--- src/rtl/teclado_varredura.sv ---
// Keypad matrix scanner: drives columns one at a time (active-low), samples the
// synchronized rows at the end of each column slot and debounces whole scan frames.
// A debounced press yields a key code plus a one-cycle key_valid pulse.
module teclado_varredura #(
  parameter int unsigned ROWS     = 4,
  parameter int unsigned COLS     = 4,
  parameter int unsigned SCAN_DIV = 16,
  parameter int unsigned DEBOUNCE = 3
) (
  input  logic            clock_i,
  input  logic            reset_i,
  input  logic            enable_i,
  input  logic [ROWS-1:0] row_n_i,
  output logic [COLS-1:0] col_n_o,
  output logic [3:0]      key_code_o,
  output logic            key_valid_o,
  output logic            key_held_o,
  output logic            multi_err_o
);

  localparam int unsigned Keys  = ROWS * COLS;
  localparam int unsigned SlotW = $clog2(SCAN_DIV);
  localparam int unsigned ColW  = (COLS > 1) ? $clog2(COLS) : 1;
  localparam int unsigned CntW  = $clog2(DEBOUNCE + 1);

  typedef enum logic [1:0] {StIdle, StDbPress, StPressed, StDbRel} state_e;

  logic [ROWS-1:0]  row_meta_q, row_sync_q;
  logic             active_q, active_d;
  logic [SlotW-1:0] slot_q, slot_d;
  logic [ColW-1:0]  col_q, col_d;
  logic [Keys-1:0]  acc_q, acc_d;
  logic [COLS-1:0]  col_n_q, col_n_d;

  logic             slot_last, col_last, scan_run, frame_end;
  logic [Keys-1:0]  pressed_now, acc_next;
  logic [4:0]       nkeys;
  logic [3:0]       key_idx;
  logic             is_one, is_none, is_multi;

  state_e           state_q;
  logic [3:0]       cand_q, key_code_q;
  logic [CntW-1:0]  cnt_q;
  logic             key_valid_q, key_held_q, multi_err_q;

  // Two-flop synchronizer for the asynchronous row lines (idle level is high).
  always_ff @(posedge clock_i or posedge reset_i) begin
    if (reset_i) begin
      row_meta_q <= '1;
      row_sync_q <= '1;
    end else begin
      row_meta_q <= row_n_i;
      row_sync_q <= row_meta_q;
    end
  end

  assign slot_last = (slot_q == SlotW'(SCAN_DIV - 1));
  assign col_last  = (col_q == ColW'(COLS - 1));
  // active_q delays the first slot by one cycle so column 0 gets a full slot after enable rises.
  assign scan_run  = enable_i && active_q;
  assign frame_end = scan_run && slot_last && col_last;

  // Decode the current column's row sample and classify the frame including it.
  always_comb begin
    pressed_now = '0;
    for (int r = 0; r < ROWS; r++) begin
      for (int c = 0; c < COLS; c++) begin
        pressed_now[r*COLS+c] = (col_q == ColW'(c)) && !row_sync_q[r];
      end
    end
    acc_next = acc_q | (slot_last ? pressed_now : '0);
    nkeys    = '0;
    key_idx  = '0;
    for (int i = 0; i < Keys; i++) begin
      nkeys = nkeys + {4'b0, acc_next[i]};
      if (acc_next[i]) key_idx = 4'(i);
    end
    is_none  = (nkeys == 5'd0);
    is_one   = (nkeys == 5'd1);
    is_multi = (nkeys > 5'd1);
  end

  // Next state of the slot counter, column pointer, accumulator and column drive.
  always_comb begin
    active_d = enable_i;
    slot_d   = slot_q;
    col_d    = col_q;
    acc_d    = acc_q;
    if (!enable_i) begin
      slot_d = '0;
      col_d  = '0;
      acc_d  = '0;
    end else if (active_q) begin
      if (slot_last) begin
        slot_d = '0;
        col_d  = col_last ? '0 : col_q + ColW'(1);
        acc_d  = frame_end ? '0 : acc_next;
      end else begin
        slot_d = slot_q + SlotW'(1);
      end
    end
    col_n_d = '1;
    if (enable_i) col_n_d[col_d] = 1'b0;
  end

  // Scan state registers; col_n is registered so the pins never glitch.
  always_ff @(posedge clock_i or posedge reset_i) begin
    if (reset_i) begin
      active_q <= 1'b0;
      slot_q   <= '0;
      col_q    <= '0;
      acc_q    <= '0;
      col_n_q  <= '1;
    end else begin
      active_q <= active_d;
      slot_q   <= slot_d;
      col_q    <= col_d;
      acc_q    <= acc_d;
      col_n_q  <= col_n_d;
    end
  end

  // Debounce FSM, stepped once per completed frame, with registered outputs.
  always_ff @(posedge clock_i or posedge reset_i) begin
    if (reset_i) begin
      state_q     <= StIdle;
      cand_q      <= '0;
      cnt_q       <= '0;
      key_code_q  <= '0;
      key_valid_q <= 1'b0;
      key_held_q  <= 1'b0;
      multi_err_q <= 1'b0;
    end else begin
      key_valid_q <= 1'b0;
      if (!enable_i) begin
        state_q     <= StIdle;
        cand_q      <= '0;
        cnt_q       <= '0;
        key_held_q  <= 1'b0;
        multi_err_q <= 1'b0;
      end else if (frame_end) begin
        multi_err_q <= is_multi;
        unique case (state_q)
          StIdle: begin
            if (is_one) begin
              cand_q <= key_idx;
              if (DEBOUNCE <= 1) begin
                state_q     <= StPressed;
                key_code_q  <= key_idx;
                key_valid_q <= 1'b1;
                key_held_q  <= 1'b1;
                cnt_q       <= '0;
              end else begin
                state_q <= StDbPress;
                cnt_q   <= CntW'(1);
              end
            end
          end
          StDbPress: begin
            if (is_one && key_idx == cand_q) begin
              if (32'(cnt_q) + 32'd1 >= DEBOUNCE) begin
                state_q     <= StPressed;
                key_code_q  <= cand_q;
                key_valid_q <= 1'b1;
                key_held_q  <= 1'b1;
                cnt_q       <= '0;
              end else begin
                cnt_q <= cnt_q + CntW'(1);
              end
            end else if (is_one) begin
              cand_q <= key_idx;
              cnt_q  <= CntW'(1);
            end else begin
              state_q <= StIdle;
              cnt_q   <= '0;
            end
          end
          StPressed: begin
            if (is_none) begin
              if (DEBOUNCE <= 1) begin
                state_q    <= StIdle;
                key_held_q <= 1'b0;
                cnt_q      <= '0;
              end else begin
                state_q <= StDbRel;
                cnt_q   <= CntW'(1);
              end
            end
          end
          StDbRel: begin
            if (is_none) begin
              if (32'(cnt_q) + 32'd1 >= DEBOUNCE) begin
                state_q    <= StIdle;
                key_held_q <= 1'b0;
                cnt_q      <= '0;
              end else begin
                cnt_q <= cnt_q + CntW'(1);
              end
            end else begin
              // Bounce during release: back to held, no new pulse.
              state_q <= StPressed;
              cnt_q   <= '0;
            end
          end
          default: state_q <= StIdle;
        endcase
      end
    end
  end

  assign col_n_o     = col_n_q;
  assign key_code_o  = key_code_q;
  assign key_valid_o = key_valid_q;
  assign key_held_o  = key_held_q;
  assign multi_err_o = multi_err_q;

endmodule

--- config.mk ---
export PLATFORM = sky130hd
export DESIGN_NAME = teclado_varredura
export DESIGN_NICKNAME = d
export VERILOG_FILES = /design/src/rtl/teclado_varredura.sv
export SDC_FILE = /design/constraint.sdc
export NUM_CORES = 1
export LEC_CHECK = 0
export ABC_AREA = 1
export CAP_MARGIN = 10
export CORE_UTILIZATION = 59
export DETAILED_ROUTE_END_ITERATION = 12
export HOLD_SLACK_MARGIN = 0.03
export PLACE_DENSITY = 0.79
export SETUP_SLACK_MARGIN = 0.3
export SYNTH_ARGS = -nofsm -noshare
export SYNTH_HDL_FRONTEND = slang
export SYNTH_SLANG_ARGS = --single-unit
--- constraint.sdc ---
create_clock -name clock_i -period 6.4 [get_ports clock_i]
set_input_delay 1.28 -clock clock_i [delete_from_list [all_inputs] [get_ports clock_i]]
set_output_delay 1.28 -clock clock_i [all_outputs]
set_load 0.02 [all_outputs]
=== After elaboration in Yosys (flattened, before gate mapping) ===
Index checks and enable logic that the tools add are counted.

* $add $sub $neg: 19
* $lt $le $gt $ge: 4
* Equality and inequality tests: 24
* Multiplexer cells: 67
* Bitwise logic cells: 2
* Reduce and logical (&&, ||, !) cells: 34

{| class="wikitable"
|+ Operator list
! cell !! count
|-
| $mux W4 || 22
|-
| $mux W16 || 5
|-
| $add A5 B1 Y5 || 11
|-
| $mux W2 || 19
|-
| $logic_and A1 B1 Y1 || 21
|-
| $ne A3 B3 Y1 const B || 7
|-
| $mux W1 || 16
|-
| $or A16 B16 Y16 || 1
|-
| $pmux W2 S4 || 2
|-
| $ne A4 B4 Y1 const B || 3
|-
| $reduce_and A6 Y1 || 2
|-
| $eq A2 B2 Y1 const B || 4
|-
| $pmux W4 S2 || 1
|-
| $ne A2 B1 Y1 const B || 3
|-
| $ne A3 B1 Y1 const B || 2
|-
| $reduce_and A3 Y1 || 2
|-
| $add A4 B1 Y5 || 1
|-
| $eq A5 B1 Y1 const B || 1
|-
| $gt A5 B1 Y1 const B || 1
|-
| $logic_not A5 Y1 || 1
|-
| $reduce_and A5 Y1 || 1
|-
| $add A2 B1 Y2 const B || 2
|-
| $add A3 B1 Y4 || 1
|-
| $add A4 B1 Y4 const B || 1
|-
| 15 further kinds || 20
|}

* Bits in registers: 50
* Input port bits: 7
* Output and inout port bits: 11
* Word-level logic and storage cells: 164

=== Logic depth before layout (Yosys ltp) ===
Gate-level depths: netlist of the first run.

* Word-level depth: 25
* Depth in mapped cells: 30
* Mapped depth without buffers: 30

=== Worst setup path after synthesis of the first run ===
No wires, ideal clock.

* Path type: register to register
* Start point: register slot_q[0]
* End point: register key_code_q[1], in the netlist key_code_o[1]
* Setup time: 0.121 ns
* Arrival time: 5.213 ns
* Data required time: 6.279 ns
* Slack: 1.066 ns
* Stages on the path, launching flop included: 27
* Path buffers: 0
* Period minus slack after synthesis: 5.334 ns
* Path through: dfrtp_1 ha_1 nand3_2 nor2_4 inv_1 o21ai_0 inv_1 fa_1 fa_1 fa_1 inv_1 fa_1 ha_1 fa_1 nand2_1 a21oi_1 or2_2 nor2_1 nand3_1 nor2_1 nand2_1 a21oi_2 nand3_2 nor2_4 nand3_4 nand2_1 o21ai_1

* Word-level cells in the longest chain between the ends: 21
* Elaborated cells between the ends (all ways): 39
* Those cells by class: add/sub (15); eq/ne (3); mux (16); bitwise (1); reduce/logical (4)

{| class="wikitable"
|+ Ends and longest elaborated chain
! what !! RTL line !! text
|-
| from (decl) || 30 || <nowiki>logic [SlotW-1:0] slot_q, slot_d;</nowiki>
|-
| from (signal assigned) || 116 || <nowiki>slot_q <= slot_d;</nowiki>
|-
| $eq A4 B4 Y1 (*) || 57 || <nowiki>assign slot_last = (slot_q == SlotW'(SCAN_DIV - 1));</nowiki>
|-
| $mux W16 || 71 || <nowiki>acc_next = acc_q | (slot_last ? pressed_now : '0);</nowiki>
|-
| $or A16 B16 Y16 || 71 ||
|-
| $add A1 B1 Y2 or $mux W1 (tied branches) || 75, 76 ||
|-
| $add A2 B1 Y3 or $mux W4 (tied branches) || 75, 76 ||
|-
| $add A3 B1 Y4 or $mux W4 (tied branches) || 75, 76 ||
|-
| $add A4 B1 Y5 or $mux W4 (tied branches) || 75, 76 ||
|-
| $add A5 B1 Y5 or $mux W4 (tied branches) (11 in a row) || 75, 76 ||
|-
| $eq A5 B1 Y1 or $eq A4 B4 Y1 (tied branches) || 79, 160 ||
|-
| $logic_and A1 B1 Y1 || 160 || <nowiki>if (is_one && key_idx == cand_q) begin</nowiki>
|-
| $reduce_and A5 Y1 (no source line) (*) || -- ||
|-
| to (signal assigned) || 149 || <nowiki>key_code_q <= key_idx;</nowiki>
|-
| to (signal assigned) || 163 || <nowiki>key_code_q <= cand_q;</nowiki>
|-
| to (decl) || 42 || <nowiki>logic [3:0] cand_q, key_code_q;</nowiki>
|}

Every way passes the cells marked *; elsewhere a longest branch is shown, timed or not.
A chain may end at the register's enable or synchronous reset.

=== Final worst setup path of the first run ===
* Start point: register slot_q[0]
* End point: register cnt_q[0]

* Word-level cells in the longest chain between the ends: 24
* Elaborated cells between the ends (all ways): 49
* Those cells by class: add/sub (15); eq/ne (6); mux (22); bitwise (1); reduce/logical (5)

{| class="wikitable"
|+ Ends and longest elaborated chain
! what !! RTL line !! text
|-
| $eq A4 B4 Y1 (*) || 57 ||
|-
| $mux W16 || 71 ||
|-
| $or A16 B16 Y16 || 71 ||
|-
| $add A1 B1 Y2 or $mux W1 (tied branches) || 75, 76 ||
|-
| $add A2 B1 Y3 or $mux W4 (tied branches) || 75, 76 ||
|-
| $add A3 B1 Y4 or $mux W4 (tied branches) || 75, 76 ||
|-
| $add A4 B1 Y5 or $mux W4 (tied branches) || 75, 76 ||
|-
| $add A5 B1 Y5 or $mux W4 (tied branches) (11 in a row) || 75, 76 ||
|-
| $eq A5 B1 Y1 or $eq A4 B4 Y1 (tied branches) || 79, 160 ||
|-
| $mux W1 or $logic_and A1 B1 Y1 (tied branches) || 170, 160 ||
|-
| $mux W2 || 160 ||
|-
| $pmux W2 S4 || 143 || <nowiki>unique case (state_q)</nowiki>
|-
| $mux W2 || 141 || <nowiki>end else if (frame_end) begin</nowiki>
|-
| $mux W2 || 135 || <nowiki>if (!enable_i) begin</nowiki>
|-
| to (signal assigned) || 155 || <nowiki>cnt_q <= CntW'(1);</nowiki>
|-
| to (signal assigned) || 168 || <nowiki>cnt_q <= cnt_q + CntW'(1);</nowiki>
|-
| to (signal assigned) || 172 || <nowiki>cnt_q <= CntW'(1);</nowiki>
|-
| to (decl) || 43 || <nowiki>logic [CntW-1:0] cnt_q;</nowiki>
|}

Every way passes the cells marked *; elsewhere a longest branch is shown, timed or not. The select of a mux whose other input is x is not followed.

==> results of run 1 <==
kinds of logic after synthesis:
logic type               after synthesis
XOR/XNOR                               3
AO/OA/AOI/OAI                         51
adder cells (fa/ha/maj)               20
AND/OR/NAND/NOR                      175
flip-flops                            50
buffers and inverters                 61
layer usage:
metal | vias up | routed length, microns | part of all wire, %
met4 | 0 | 82 | 1.5
li1 | 1172 | - | -
met1 | 1078 | 2550 | 45
met5 | - | 0 | 0
met2 | 52 | 2760 | 49
met3 | 9 | 215 | 3.8
layout by cell type (no fill, tap or decap):
| cell type | synthesis | routed |
|---|---|---|
| nand2_1 | 74 | 74 |
| inv_1 | 53 | 52 |
| nor2_1 | 50 | 49 |
| dfrtp_1 | 38 | 38 |
| nand3_1 | 21 | 21 |
| a21oi_1 | 20 | 20 |
| clkdlybuf4s50_1 | 0 | 17 |
| dfstp_2 | 12 | 12 |
| o21ai_0 | 12 | 11 |
| o21ai_1 | 10 | 11 |
| fa_1 | 10 | 10 |
| ha_1 | 10 | 10 |
| nand2_2 | 6 | 6 |
| nor3_1 | 6 | 6 |
| clkbuf_8 | 0 | 6 |
| nor2_4 | 4 | 4 |
| xor2_1 | 3 | 3 |
| nor2_2 | 2 | 3 |
| nand3_2 | 3 | 3 |
| nand4_1 | 3 | 3 |
| clkinv_1 | 2 | 2 |
| inv_2 | 1 | 2 |
| a21oi_2 | 2 | 2 |
| and2_4 | 2 | 2 |
| a31oi_1 | 2 | 2 |
| or2_2 | 1 | 1 |
| or4_1 | 1 | 1 |
| o31ai_1 | 1 | 1 |
| o21bai_1 | 1 | 1 |
| and2_1 | 1 | 1 |
| nand3_4 | 1 | 1 |
| o21ai_4 | 1 | 1 |
| o2111ai_1 | 1 | 1 |
| o22ai_1 | 1 | 1 |
| bufinv_16 | 0 | 1 |
| clkbuf_1 | 5 | 1 |
flip-flops by register name (all words and copies together), names as in the netlist:
name         count
acc_q           16
multi_err_o      1
row_meta_q       4
key_valid_o      1
active_q         1
col_n_o          4
row_sync_q       4
cnt_q            2
key_code_o       4
state_q          2
key_held_o       1
col_q            2
slot_q           4
cand_q           4
per-stage QoR:
step                instance area, sq um  power, W  util [%]
global placement                    3170  0.000399      66.6
global route                        3290  0.000651      69.1
finish                              3290  0.000625      69.1
CTS                                 3280  0.000629      69.1
floorplan                           2930  0.000382         -
detailed placement                  3170  0.000401      66.6
cell type report:
class / count / area, sq um / area share [%]
Clock buffer: 7 / 86.3 / 2.63
Clock inverter: 1 / 30.0 / 0.914
Inverter: 56 / 210 / 6.40
Multi-Input combinational cell: 249 / 1440 / 43.8
Sequential cell: 50 / 1270 / 38.5
Tap cell: 67 / 83.8 / 2.55
Timing Repair Buffer: 17 / 170 / 5.18
report_power, final:
| group | internal (W) | total, W | switching [W] |
|---|---|---|---|
| Clock | 0.000127 | 0.000229 | 0.000102 |
| Combinational | 0.0000185 | 0.0000567 | 0.0000382 |
| Sequential | 0.000328 | 0.000339 | 0.0000106 |
| Total | 0.000474 | 0.000625 | 0.000151 |
worst max path at each step:
| stage | start | to | cells after the start |
|---|---|---|---|
| floorplan | slot_q[0] | key_code_o[1] | 26 |
| global placement | slot_q[0] | key_code_o[3] | 26 |
| detailed placement | slot_q[0] | key_code_o[0] | 26 |
| CTS | slot_q[0] | key_code_o[0] | 26 |
| global route | slot_q[0] | key_code_o[1] | 26 |
| finish | slot_q[0] | cnt_q[0] | 21 |
critical path, stage by stage (launching register included):
cell	delay, ps
dfrtp_1	400
ha_1	250
nand3_2	180
nor2_4	190
inv_1	70
o21ai_1	180
inv_1	100
fa_1	530
fa_1	450
fa_1	520
inv_1	50
fa_1	430
ha_1	220
fa_1	380
nor2_1	110
nor2_1	70
or4_1	560
nor2_1	290
o31ai_1	170
a21oi_1	180
o21ai_0	120
o21ai_0	220
==> impl_metrics.tcl, run 1 <==
set metrics [dict create \
    status "completed" \
    hold_viol_final 0 \
    antenna_found_initial 0 \
    synthSimpleGateAreaFrac_pct 27.3 \
    drtAntennaViolNets 0 \
    yosysUniqueCellTypes 33 \
    rsz0062_at_grt "false" \
    grt_pass1_vias 2160 \
    muxShareOfSynthArea_pct 0 \
    ys_ff_latch 50 \
    clock_latency_ps 310 \
    drc 0 \
    met2_usage_pct 41.1 \
    clkSlewWorstSetupHoldPaths_ps 90 \
    synth-compound-area-share_pct 9.77 \
    num_rows 25 \
    ys_seq_area_share_pct 43.2 \
    max-slew-margin-rel_pct 34.4 \
    synth-async-reset-ratio_pct 100 \
    cap_violations 0 \
    synth.most_common_cell "nand2_1" \
    grt_max_degree 51 \
    first_pass_iters 4 \
    antenna_cells 0 \
    r2r_start "slot_q[0]" \
    synth_xor_area_share_pct 0.896 \
    clock_skew_ps 13.2 \
    post_cts_buffers 0 \
    use_met3_pct 4.17 \
    drive_above_1_share_pct 11.6 \
    worstPathRequired_ps 6620 \
    syn_inst 360 \
    whs_ps 357 \
    dp_hpwl_microns 4260 \
    rr_worst_depth 21 \
    yosysWarningCount 0 \
    io_pins 18 \
    synthFlopType "dfrtp_1" \
    fill_cells 402 \
    period_share_pct 89.9 \
    die-area_sq_um 5260 \
    initial_core_util_pct 61.7 \
    num_vias 2311 \
    synth_enable_flop_cells 0 \
    end_kind "flip-flop" \
    ys_top_cells_by_area "dfrtp_1 (32%), dfstp_2 (11%), nand2_1 (9.5%), fa_1 (6.8%), inv_1 (6.8%)" \
    die_y_microns 72.5 \
    cellLeakagePower_nw 1.56 \
    synth_nets 387 \
    setup_tns_ps 0 \
    synth_top_family_by_area "simple AND/OR/NAND/NOR gates" \
    grt.total_usage_pct 24.0 \
    grt_use_met1_pct 30.6 \
    hold_end "row_sync_q[2]" \
    grt_overflow_total 0 \
    fmax_mhz 174 \
    postSynthAreaPerCell_sq_um 8.15 \
    cts_root_buffer "clkbuf_8" \
    place_congestion 0.899 \
    yosys.area.top_type "dfrtp_1" \
    hp-start "row_meta_q[2]" \
    finalSetupViolations 0 \
    grt_pass1_wl_microns 9680 \
    wl_microns 5620 \
    die_w_microns 72.5 \
    pre_cts_ws_ps 519 \
    min_path_cells 0 \
    instances_no_fill 447 \
    cp_max_fo 6 \
    p_per_area_nw_per_um2 190 \
    htreeDepth 2 \
    cts.sinks 50 \
    drt_iter0_drc 180 \
    hold_path_class "flip-flop to flip-flop" \
    routed_via_density 5.17 \
    core-area_sq_um 4750 \
    worst_pin_slew_ps 982 \
    hold_buffers 0 \
    synth_area_sq_um 2930 \
    cts_buffers 5 \
    io_buffers 17 \
    peakVddDrop_uv 140 \
    synth_top_area_share_pct 32.4 \
    slew_violations 0 \
    cts_tree "done" \
    critical_path_arrival_ps 5980 \
    r2r_setup_slack_ps 650 \
    synth.cells.most_frequent "nand2_1 (74), inv_1 (53), nor2_1 (50)" \
    fin_crit_ps 5750 \
    cts_resized 0 \
    dp.cells 439 \
    setup_ws_ps 646 \
    grt-busiest-layer "met2" \
    start_kind "flip-flop" \
    crit_type "flip-flop to flip-flop" \
    finalNetCount 406 \
    reg2reg_to "cnt_q[0]" \
    synthAdderAreaFrac_pct 11.1 \
    cts_buffer_depth 2 \
    avgRoutedWirePerCell_microns 12.6 \
    area_delta_synth_final_pct 12.1 \
]
No activity file was read; power rests on OpenSTA's default activity.
==> run 2: changes to the inputs <==
--- a/config.mk
+++ b/config.mk
@@ -7,11 +7,12 @@
 export LEC_CHECK = 0
 export ABC_AREA = 1
 export CAP_MARGIN = 10
-export CORE_UTILIZATION = 59
+export CORE_UTILIZATION = 60
 export DETAILED_ROUTE_END_ITERATION = 12
 export HOLD_SLACK_MARGIN = 0.03
-export PLACE_DENSITY = 0.79
+export PLACE_DENSITY = 0.8
 export SETUP_SLACK_MARGIN = 0.3
+export SKIP_CTS_REPAIR_TIMING = 1
 export SYNTH_ARGS = -nofsm -noshare
 export SYNTH_HDL_FRONTEND = slang
 export SYNTH_SLANG_ARGS = --single-unit
==> constraint.sdc (replaced) <==
create_clock -name clock_i -period 7 [get_ports clock_i]
set_input_delay 1.4 -clock clock_i [delete_from_list [all_inputs] [get_ports clock_i]]
set_output_delay 1.4 -clock clock_i [all_outputs]
set_load 0.02 [all_outputs]
==> run 2 against run 1 <==
Clock skew grew 3.8 ps. Flip-flop and latch count stayed put. Final cell count unchanged. Critical path depth is 5 higher. First-iteration DRC count shrank 19%. Design area is 1.1% lower. Combinational power is 11% lower. Register-to-register slack better by 520 ps. Critical path type unchanged. Highest routed layer unchanged.
==> impl_metrics.tcl, run 2 (same netlist as run 1, synthesis figures left out) <==
set metrics [dict create \
    whs_ps 358 \
    dp.cells 439 \
    grt_pass1_wl_microns 9820 \
    first_pass_iters 7 \
    cp.depth 26 \
    worstPathRequired_ps 7200 \
    min_path_cells 0 \
    cellLeakagePower_nw 1.54 \
    worst_pin_slew_ps 995 \
    setup_ws_ps 1160 \
    initial_core_util_pct 62.1 \
    multi_input_area_sq_um 1440 \
    status "completed" \
    avgRoutedWirePerCell_microns 12.6 \
    pre_cts_ws_ps 1140 \
    finalSetupViolations 0 \
    crit_slowest_cell "fa_1" \
    hold_viol_final 0 \
    rsz0062_at_grt "false" \
    max-slew-margin-rel_pct 33.5 \
    cap_violations 0 \
    drtAntennaViolNets 0 \
    period_share_pct 83.4 \
    cts_root_buffer "clkbuf_8" \
    num_rows 25 \
    dp_hpwl_microns 4330 \
    fmax_mhz 171 \
    place_congestion 0.930 \
    fill_cells 396 \
    antenna_cells 0 \
    die_y_microns 71.9 \
    top_register "acc_q" \
    grt_pass1_vias 2241 \
    core-area_sq_um 4720 \
    clock_latency_ps 310 \
    largest_register_ffs 16 \
    grt_max_degree 51 \
    fin_crit_ps 5840 \
    hold_path_class "flip-flop to flip-flop" \
    grt_overflow_total 0 \
    cts_buffer_depth 2 \
    cts_tree "done" \
    io_pins 18 \
    slowest_delay_ps 550 \
    cpMostUsedCell "fa_1" \
    num_vias 2326 \
    finalNetCount 406 \
    drive_above_1_share_pct 11.1 \
    antenna_found_initial 0 \
    cts.sinks 50 \
    rr_worst_depth 26 \
    drc 0 \
    end_kind "flip-flop" \
    clkSlewWorstSetupHoldPaths_ps 90 \
    start_kind "flip-flop" \
    die-area_sq_um 5170 \
    routed_via_density 5.20 \
    p_per_area_nw_per_um2 161 \
    io_buffers 17 \
    crit_family "adder cells" \
    grt.total_usage_pct 24.7 \
    htreeDepth 2 \
    worst-path-buf-inv 3 \
    die_w_microns 71.9 \
    slew_violations 0 \
    area_delta_synth_final_pct 10.9 \
    cts_buffers 5 \
    crit_type "flip-flop to flip-flop" \
    ff_latch_area_sq_um 1270 \
    critical_path_arrival_ps 6040 \
    final_cell_mix "nand2_1 (74), inv_1 (52), nor2_1 (50)" \
    peakVddDrop_uv 126 \
    clock_skew_ps 17.0 \
    cp_max_fo 9 \
    drt_iter0_drc 146 \
    final_common_cell "nand2_1" \
    instances_no_fill 447 \
    setup_tns_ps 0 \
    wl_microns 5610 \
]
-- run 2: worst register-to-register path, delay by kind of cell, from the launching register on --
| family | cells | cell delay, ps |
|---|---|---|
| adders and majority gates | 7 | 2790 |
| buffers and inverters | 3 | 250 |
| DFF | 1 | 400 |
| AOI/OAI and AO/OA | 4 | 520 |
| and+or+nand+nor | 12 | 1820 |
-- run 2: area by class of cell --
class	count	area share, %
Inverter	56	6.46
Clock inverter	1	0.231
Sequential cell	50	38.9
Timing Repair Buffer	17	5.23
Clock buffer	7	2.35
Multi-Input combinational cell	249	44.2
Tap cell	67	2.58
-- run 2: through the flow --
| step | utilization [%] | total power [W] | cell area [sq um] |
|---|---|---|---|
| after floorplan | - | 0.000349 | 2930 |
| after global placement | 67.1 | 0.000365 | 3170 |
| after detailed placement | 67.1 | 0.000365 | 3170 |
| after CTS | 68.8 | 0.000527 | 3250 |
| after global routing | 68.8 | 0.000548 | 3250 |
| final | 68.8 | 0.000524 | 3250 |
-- run 2: per-layer routing --
layer / global-route usage (%) / wire length (microns)
met3: 5.42 / 165
met5: 0 / 0
met4: 8.71 / 129
met1: 31.1 / 2610
met2: 42.2 / 2700
-- run 2: worst paths after layout --
| path | endpoint | start | slack, ps |
|---|---|---|---|
| worst min-delay path | row_sync_q[1] | row_meta_q[1] | 360 |
| max in group asynchronous | acc_q[0] | reset_i | 4750 |
| worst max register to register | key_code_o[3] | slot_q[0] | 1160 |
| min in group asynchronous | slot_q[2] | reset_i | 1640 |
| worst min register to register | row_sync_q[1] | row_meta_q[1] | 360 |
| worst max-delay path | key_code_o[3] | slot_q[0] | 1160 |
-- run 2: power by group --
group / internal, W / total, W / leakage [nW] / switching [W]
Clock: 0.0000709 / 0.000164 / 0.0385 / 0.0000932
Sequential: 0.000300 / 0.000310 / 0.649 / 0.00000947
Combinational: 0.0000168 / 0.0000504 / 0.851 / 0.0000336
Total: 0.000388 / 0.000524 / 1.54 / 0.000136
